$ cat config.mk
export PLATFORM = sky130hd
export DESIGN_NAME = rr_arbiter32
export DESIGN_NICKNAME = d
export VERILOG_FILES = /design/src/rtl/rr_arbiter32_pkg.sv /design/src/rtl/rr_arbiter32_pick.sv /design/src/rtl/rr_arbiter32.sv
export SDC_FILE = /design/constraint.sdc
export NUM_CORES = 1
export LEC_CHECK = 0
export ABC_AREA = 1
export ABC_CLOCK_PERIOD_IN_PS = 4900
export CELL_PAD_IN_SITES_DETAIL_PLACEMENT = 0
export CELL_PAD_IN_SITES_GLOBAL_PLACEMENT = 1
export CORE_MARGIN = 2
export CORE_UTILIZATION = 37
export DETAILED_ROUTE_END_ITERATION = 8
export PLACE_DENSITY = 0.9
export SKIP_LAST_GASP = 1
export SYNTH_ARGS = -nofsm -noshare
export SYNTH_HDL_FRONTEND = slang
export SYNTH_SLANG_ARGS = --single-unit
$ cat constraint.sdc
create_clock -name clk -period 4.9 [get_ports clk]
set_input_delay 0.98 -clock clk [delete_from_list [all_inputs] [get_ports clk]]
set_output_delay 0.98 -clock clk [all_outputs]
set_load 0.02 [all_outputs]
$ cat src/rtl/rr_arbiter32_pkg.sv
// Shared constants, state encoding and helpers for the 32-way round-robin arbiter.
package rr_arbiter32_pkg;

    localparam int N_REQ = 32;
    localparam int IDX_W = 5;
    localparam int CNT_W = 8;

    typedef enum logic [0:0] {
        IDLE = 1'b0,
        BUSY = 1'b1
    } state_e;

    // Saturating increment: the hold counter must never wrap back to zero.
    function automatic logic [CNT_W-1:0] sat_inc(input logic [CNT_W-1:0] cnt);
        logic [CNT_W-1:0] res;
        res = (cnt == {CNT_W{1'b1}}) ? cnt : (cnt + CNT_W'(1));
        return res;
    endfunction

endpackage

$ cat src/rtl/rr_arbiter32_pick.sv
// Combinational rotate-priority picker: first set request at or above ptr, wrapping.
module rr_pick
    import rr_arbiter32_pkg::*;
(
    input  logic [N_REQ-1:0] req,
    input  logic [IDX_W-1:0] ptr,
    output logic [N_REQ-1:0] pick,
    output logic [IDX_W-1:0] pick_idx,
    output logic             any
);

    logic [2*N_REQ-1:0] rot_wide_s;
    logic [N_REQ-1:0]   rot_s;
    logic [IDX_W-1:0]   first_idx_s;
    logic [N_REQ-1:0]   first_oh_s;
    logic [2*N_REQ-1:0] back_wide_s;

    // Rotate right so ptr lands at bit 0, then take the lowest set bit.
    always_comb begin
        rot_wide_s  = {req, req} >> ptr;
        rot_s       = rot_wide_s[N_REQ-1:0];
        first_idx_s = {IDX_W{1'b0}};
        for (int i = N_REQ - 1; i >= 0; i--) begin
            first_idx_s = rot_s[i] ? IDX_W'(i) : first_idx_s;
        end
        any        = |rot_s;
        first_oh_s = any ? (N_REQ'(1) << first_idx_s) : {N_REQ{1'b0}};
    end

    // Rotate the one-hot result back into requester numbering and rebase the index.
    always_comb begin
        back_wide_s = {first_oh_s, first_oh_s} << ptr;
        pick        = back_wide_s[2*N_REQ-1:N_REQ];
        pick_idx    = first_idx_s + ptr;
    end

endmodule

$ cat src/rtl/rr_arbiter32.sv
// 32-requester round-robin arbiter with grant hold, owner release and hold timeout.
module rr_arbiter32
    import rr_arbiter32_pkg::*;
#(
    parameter int MAX_HOLD = 16
) (
    input  logic             clk,
    input  logic             rst,
    input  logic [N_REQ-1:0] req,
    input  logic             done,
    output logic [N_REQ-1:0] gnt,
    output logic [IDX_W-1:0] gnt_idx,
    output logic             gnt_valid,
    output logic             timeout
);

    localparam logic [CNT_W-1:0] HOLD_LAST_C = CNT_W'(MAX_HOLD - 1);

    state_e           state_r,    state_nxt_s;
    logic [N_REQ-1:0] gnt_r,      gnt_nxt_s;
    logic [IDX_W-1:0] gnt_idx_r,  gnt_idx_nxt_s;
    logic             valid_r,    valid_nxt_s;
    logic             timeout_r,  timeout_nxt_s;
    logic [IDX_W-1:0] ptr_r,      ptr_nxt_s;
    logic [CNT_W-1:0] hold_cnt_r, hold_cnt_nxt_s;

    logic [N_REQ-1:0] pick_s;
    logic [IDX_W-1:0] pick_idx_s;
    logic             any_s;
    logic             owner_req_s;
    logic             hold_hit_s;
    logic             release_s;

    rr_pick u_pick (
        .req      (req),
        .ptr      (ptr_r),
        .pick     (pick_s),
        .pick_idx (pick_idx_s),
        .any      (any_s)
    );

    // Release causes for the current owner; timeout only when the counter alone forces it.
    always_comb begin
        owner_req_s = req[gnt_idx_r];
        hold_hit_s  = (hold_cnt_r == HOLD_LAST_C);
        release_s   = done || !owner_req_s || hold_hit_s;
    end

    // Next-state and next-output logic for the IDLE/BUSY grant machine.
    always_comb begin
        state_nxt_s    = state_r;
        gnt_nxt_s      = gnt_r;
        gnt_idx_nxt_s  = gnt_idx_r;
        valid_nxt_s    = valid_r;
        timeout_nxt_s  = 1'b0;
        ptr_nxt_s      = ptr_r;
        hold_cnt_nxt_s = hold_cnt_r;
        case (state_r)
            IDLE: begin
                if (any_s) begin
                    state_nxt_s    = BUSY;
                    gnt_nxt_s      = pick_s;
                    gnt_idx_nxt_s  = pick_idx_s;
                    valid_nxt_s    = 1'b1;
                    ptr_nxt_s      = pick_idx_s + IDX_W'(1);
                    hold_cnt_nxt_s = {CNT_W{1'b0}};
                end else begin
                    state_nxt_s    = IDLE;
                end
            end
            BUSY: begin
                if (release_s) begin
                    state_nxt_s   = IDLE;
                    gnt_nxt_s     = {N_REQ{1'b0}};
                    valid_nxt_s   = 1'b0;
                    timeout_nxt_s = hold_hit_s && !done && owner_req_s;
                end else begin
                    hold_cnt_nxt_s = sat_inc(hold_cnt_r);
                end
            end
            default: begin
                state_nxt_s = IDLE;
                gnt_nxt_s   = {N_REQ{1'b0}};
                valid_nxt_s = 1'b0;
            end
        endcase
    end

    // State, pointer, counter and output registers; reset overrides everything.
    always_ff @(posedge clk) begin
        if (rst) begin
            state_r    <= IDLE;
            gnt_r      <= {N_REQ{1'b0}};
            gnt_idx_r  <= {IDX_W{1'b0}};
            valid_r    <= 1'b0;
            timeout_r  <= 1'b0;
            ptr_r      <= {IDX_W{1'b0}};
            hold_cnt_r <= {CNT_W{1'b0}};
        end else begin
            state_r    <= state_nxt_s;
            gnt_r      <= gnt_nxt_s;
            gnt_idx_r  <= gnt_idx_nxt_s;
            valid_r    <= valid_nxt_s;
            timeout_r  <= timeout_nxt_s;
            ptr_r      <= ptr_nxt_s;
            hold_cnt_r <= hold_cnt_nxt_s;
        end
    end

    assign gnt       = gnt_r;
    assign gnt_idx   = gnt_idx_r;
    assign gnt_valid = valid_r;
    assign timeout   = timeout_r;

endmodule

# Word level (Yosys, flattened, before mapping)
# Cells that the tools add are included.
# totals
register_bits	53
output_inout_bits	39
wordCells	81
# classes
n_addsub	3
order_cmp	1
n_eq_ne	6
shift	3
mux	48
bitwise_logic	2
n_reduce_logical	11
# op_table
cell	count
$mux W5	32
$mux W32	3
$pmux W32 S2	1
$shl A64 B5 Y64	1
$shr A64 B5 Y32	1
$reduce_or A32 Y1	1
$shl A1 B5 Y32 const A	1
$mux W8	3
$pmux W8 S2	1
$add A8 B1 Y8 const B	1
$eq A8 B4 Y1 const B	1
$eq A8 B8 Y1 const B	1
$lt A5 B6 Y1 const B	1
$ne A2 B2 Y1 const B	3
$add A5 B1 Y5 const B	1
$add A5 B5 Y5	1
$bmux W1 S5	1
$mux W1	5
$pmux W1 S2	2
$reduce_and A2 Y1	2
$reduce_and A3 Y1	1
$reduce_or A3 Y1	1
$logic_and A1 B1 Y1	2
$logic_not A1 Y1	2
other kinds (3)	5

# Logic depth before layout (Yosys ltp)
# Gate-level depths: netlist of run 1.
# depth
depth_word	38
ltp_mapped	52

# Hierarchy
# From an unflattened synthesis of run 1, not the netlist that was laid out.
# unflattened
hier_cells	1551
area_unflattened_um2	7858.8
# by_module_without_submodules
mod	instances	cells_each	area_each_um2	seq_area_each_um2
rr_pick	1	1188	5280.1	0.0
rr_arbiter32	1	363	2578.7	1061.0

# Worst setup path before layout of run 1
# OpenSTA, ideal clock, no wires.
# synth_path
path_type	in2reg
startpoint	in req[10]
endpoint	reg ptr_r[4]
t_arrival_ns	4.272
required_ns	4.768
path_slack_ns	0.496
cell_stages	47
path_buffers	0
path_cell_list	nand2_1 nand3_1 nand3_1 nand3_1 nand3_1 nand2_1 nand2_1 nand2_1 nand2_1 nand2_1 nand2_1 nand2_1 nand2_1 nand2_1 nand2_1 nand2_1 nand2_1 nand2_1 (+11 left out) nand2_1 nand2_1 nand2_1 nand2_1 nand2_2 nand2_2 nand2_2 nand2_4 nor2_1 fa_1 nand3_1 nand2_1 xor2_1 xor2_1 inv_1 nor2_1 o21ai_0 o21ai_0
# synth_via
elab_chain_cells	35
word_cells_on_any_way	37
# synth_rtl
item	line_no	rtl
start: declaration	rr_arbiter32.sv:9	input logic [N_REQ-1:0] req,
$shr A64 B5 Y32 *	rr_arbiter32_pick.sv:20	rot_wide_s = {req, req} >> ptr;
$mux W5 (32 in a row)	rr_arbiter32_pick.sv:24	first_idx_s = rot_s[i] ? IDX_W'(i) : first_idx_s;
$add A5 B5 Y5	rr_arbiter32_pick.sv:34	pick_idx = first_idx_s + ptr;
$add A5 B1 Y5	rr_arbiter32.sv:65	ptr_nxt_s = pick_idx_s + IDX_W'(1);
end signal: assignment	rr_arbiter32.sv:97	ptr_r <= {IDX_W{1'b0}};
end signal: assignment	rr_arbiter32.sv:105	ptr_r <= ptr_nxt_s;
end: declaration	rr_arbiter32.sv:24	logic [IDX_W-1:0] ptr_r, ptr_nxt_s;
# Every way passes the cells marked *; elsewhere a longest branch is shown, timed or not.
# A chain may end at the register's enable or synchronous reset.

# Final worst setup path of run 1
# layout_path
startpoint	in req[21]
endpoint	reg gnt_r[19] (netlist: gnt[19])
# layout_via
elab_chain_cells	38
word_cells_on_any_way	47
# layout_rtl
item	line_no	rtl
$shr A64 B5 Y32	rr_arbiter32_pick.sv:20	
$mux W5 (32 in a row)	rr_arbiter32_pick.sv:24	
$shl A1 B5 Y32	rr_arbiter32_pick.sv:27	first_oh_s = any ? (N_REQ'(1) << first_idx_s) : {N_REQ{1'b0}};
$mux W32	rr_arbiter32_pick.sv:27	
$shl A64 B5 Y64	rr_arbiter32_pick.sv:32	back_wide_s = {first_oh_s, first_oh_s} << ptr;
$mux W32	rr_arbiter32.sv:60	if (any_s) begin
$pmux W32 S2	rr_arbiter32.sv:58	case (state_r)
end signal: assignment	rr_arbiter32.sv:93	gnt_r <= {N_REQ{1'b0}};
end signal: assignment	rr_arbiter32.sv:101	gnt_r <= gnt_nxt_s;
end: declaration	rr_arbiter32.sv:20	logic [N_REQ-1:0] gnt_r, gnt_nxt_s;
# Parallel ways exist; a longest one is shown, timed or not. The select of a mux whose other input is x is not followed.

==> results of run 1 <==
## final timing paths
| kind | depth (start not counted) | endpoint | from | slack [ns] |
|---|---|---|---|---|
| worst max-delay path | 47 | gnt[19] | req[21] | 0.16 |
| worst min-delay path | 2 | gnt[1] | gnt[1] | 0.47 |
| worst max register to register | 50 | gnt[10] | ptr_r[1] | 0.24 |
| worst min register to register | 2 | gnt[1] | gnt[1] | 0.47 |
## placed cells by master (no fill, tap or decap), types with 5 or more instances in the layout
cell	netlist	routed
nand4_1	6	6
clkdlybuf4s50_1	0	41
a21oi_1	47	31
o21ai_2	0	7
o22ai_1	5	5
clkbuf_16	0	8
a21oi_2	0	16
nand2_2	3	102
nand3_1	364	203
buf_6	1	28
inv_1	55	48
nand3_4	0	34
dfxtp_1	53	48
inv_2	9	14
o21ai_0	63	56
nor2_1	77	69
o21ai_1	11	11
nand3_2	2	129
nand2_1	504	352
ha_1	5	5
nand2_4	1	51
o221ai_1	5	5
a31oi_1	12	10
nor2_2	3	8
buf_4	2	120
## power breakdown
group | total [W] | internal [W] | switching, W
Clock | 0.000391 | 0.000237 | 0.000154
Sequential | 0.000668 | 0.000557 | 0.000112
Combinational | 0.00628 | 0.00244 | 0.00384
Total | 0.00734 | 0.00323 | 0.00411
## area by class of cell
class                           instances  area (um2)  area share (%)
Multi-Input combinational cell       1139        7090            66.2
Timing Repair Buffer                  200        1840            17.2
Sequential cell                        53        1070            9.98
Tap cell                              234         293            2.73
Inverter                               66         258            2.41
Clock buffer                            5         125            1.17
Clock inverter                          2        35.0           0.327
## sequential cells by signal, summed over array words and instances, names as in the netlist
| signal | cells |
|---|---|
| gnt | 32 |
| hold_cnt_r | 8 |
| gnt_idx | 5 |
| ptr_r | 5 |
| gnt_valid | 1 |
| state_r | 1 |
| timeout | 1 |
## worst max-delay path: cells and delay by family
kind / cells / cell delay [ns]
buf+inv: 1 / 0.10
compound gates: 3 / 0.69
simple gates: 43 / 3.17
## cells by family after synthesis
group | Yosys count | synth area share, %
buf+inv | 158 | 9.72
flops | 53 | 15.3
fa+ha+maj | 6 | 1.19
xor+xnor | 6 | 0.759
simple gates | 967 | 60.1
compound gates | 157 | 12.5
mux | 3 | 0.434
## repair_timing
| action | in CTS | in global routing |
|---|---|---|
| gates resized for setup | 45 | 613 |
| pin swaps | 7 | 169 |
| setup buffers | 1 | 12 |
| cloned | 0 | 4 |
| setup endpoints to repair | 37 | 42 |
## stage by stage
| stage | total power [W] | instances | setup TNS (ns) | hold WS [ns] | utilization (%) |
|---|---|---|---|---|---|
| 2_1_floorplan | 0.00382 | 1350 | 0 | 0.437 | - |
| 3_3_place_gp | 0.00553 | 1675 | -13.64 | 0.448 | 45.2 |
| 3_5_place_dp | 0.00555 | 1675 | -14.09 | 0.456 | 45.2 |
| 4_1_cts | 0.00605 | 1683 | -0.00930 | 0.467 | 46.5 |
| 5_1_grt | 0.00792 | 1699 | -12.73 | 0.481 | 57.9 |
| 6_report | 0.00734 | 1699 | 0 | 0.471 | 57.9 |
## per-layer routing
layer	global-route usage, %	routed length, um	up-vias
li1	-	-	4744
met1	35.9	12500	4630
met2	38.1	13400	531
met3	2.21	2340	119
met4	5.58	1070	0
met5	0	0	-
==> impl_metrics.tcl, run 1 <==
set metrics [dict create \
    outcome "finished, final reports clean" \
    ios 74 \
    ir_drop_mv 0.414 \
    period_needed_ns 4.74 \
    synthToLayoutAreaGrowth_pct 54.8 \
    start_kind "input port" \
    cts_hold_buf 0 \
    first_pass_iters 8 \
    worst_path_max_delay_cell "o21ai_1" \
    grt_max_degree 44 \
    synth.most_common_cell "nand2_1" \
    synth_top_area_share_pct 27.3 \
    power.density_nw_per_um2 685 \
    synth-seq-cells 53 \
    drtIter0Drc 1199 \
    yosys.area.top_type "nand2_1" \
    yosysSeqAreaShare_pct 15.3 \
    grt_pass1_wl_um 40300 \
    antenna_left 0 \
    die-area_um2 19800 \
    max_freq_mhz 211 \
    grt_pass1_vias 8128 \
    drive_above_1_share_pct 37.5 \
    initial_utilization_pct 37.4 \
    cts_tree "done" \
    required_ns 5.13 \
    tightest_slew_ns 0.787 \
    critPathMaxFanout 5 \
    crit_path_end_kind "register" \
    drc_errors 0 \
    clock_skew_ns 0.00711 \
    rows 50 \
    worst_slack_ns 0.163 \
    hold_violations 0 \
    n_antenna_cell 0 \
    num_vias 10024 \
    die_w_um 141 \
    clk_pin_slew_ns 0.07 \
    fp.dieH_um 141 \
    synth_area_leaders "nand2_1 (27%), nand3_1 (26%), dfxtp_1 (15%), o21ai_0 (4.6%), nor2_1 (4.2%)" \
    synth_common_cells "nand2_1 (504), nand3_1 (364), nor2_1 (77), o21ai_0 (63), inv_1 (55)" \
    leakage_nw 4.83 \
    numCtsBuffers 5 \
    insertion_delay_ns 0.30 \
    synth_edf_count 0 \
    cts-root-buf "clkbuf_16" \
    cap_violations 0 \
    final_nets 1506 \
    preCtsSetupSlack_ns -0.519 \
    crit_path_max_incr_delay_ns 0.36 \
    synth_area_um2 6920 \
    avgSynthCellArea_um2 5.13 \
    synth_cells 1350 \
    htreeDepth 2 \
    overflow 0 \
    yosysWarnings 0 \
    slew_viol_final 0 \
    via_per_inst 5.90 \
    clock_path_buffers 2 \
    synth_ff_type "dfxtp_1" \
    totalWireLength_um 29300 \
    async_flop_share_pct 0 \
    slew_headroom_pct 47.5 \
    final_cell_area_um2 10700 \
    worst_ep_arrival_time_ns 4.97 \
    antenna_found_initial 0 \
    wl_per_cell_um 17.2 \
    cts.sinks 53 \
    layout_worst_path_cycle_share_pct 96.7 \
    port_buffers 73 \
    setup-violations-final 0 \
    core_um2 18500 \
    synth.distinct_cells 37 \
    fillCellCount 1659 \
    rsz0062_at_grt "yes" \
    hold_path.class "register to register" \
    crit_type "input port to register" \
    path_common_cell "nand2_1" \
    grtUsageTotal_pct 24.3 \
    placed_area_um2 8370 \
    syn_nets 1391 \
    place_congestion 0.979 \
    hpwlAfterDp_um 18800 \
]
Note: power is estimated with default switching activity, not from simulation.
==> inputs of run 2 (changes only) <==
--- a/config.mk
+++ b/config.mk
@@ -11,6 +11,7 @@
 export CELL_PAD_IN_SITES_GLOBAL_PLACEMENT = 1
 export CORE_MARGIN = 2
 export CORE_UTILIZATION = 37
+export CTS_BUF_LIST = sky130_fd_sc_hd__clkbuf_4 sky130_fd_sc_hd__clkbuf_8 sky130_fd_sc_hd__clkbuf_16
 export DETAILED_ROUTE_END_ITERATION = 8
 export PLACE_DENSITY = 0.9
 export SKIP_LAST_GASP = 1
==> results of run 2 <==
Same layout as run 1: the final DEF is identical, and so are final timing and power.
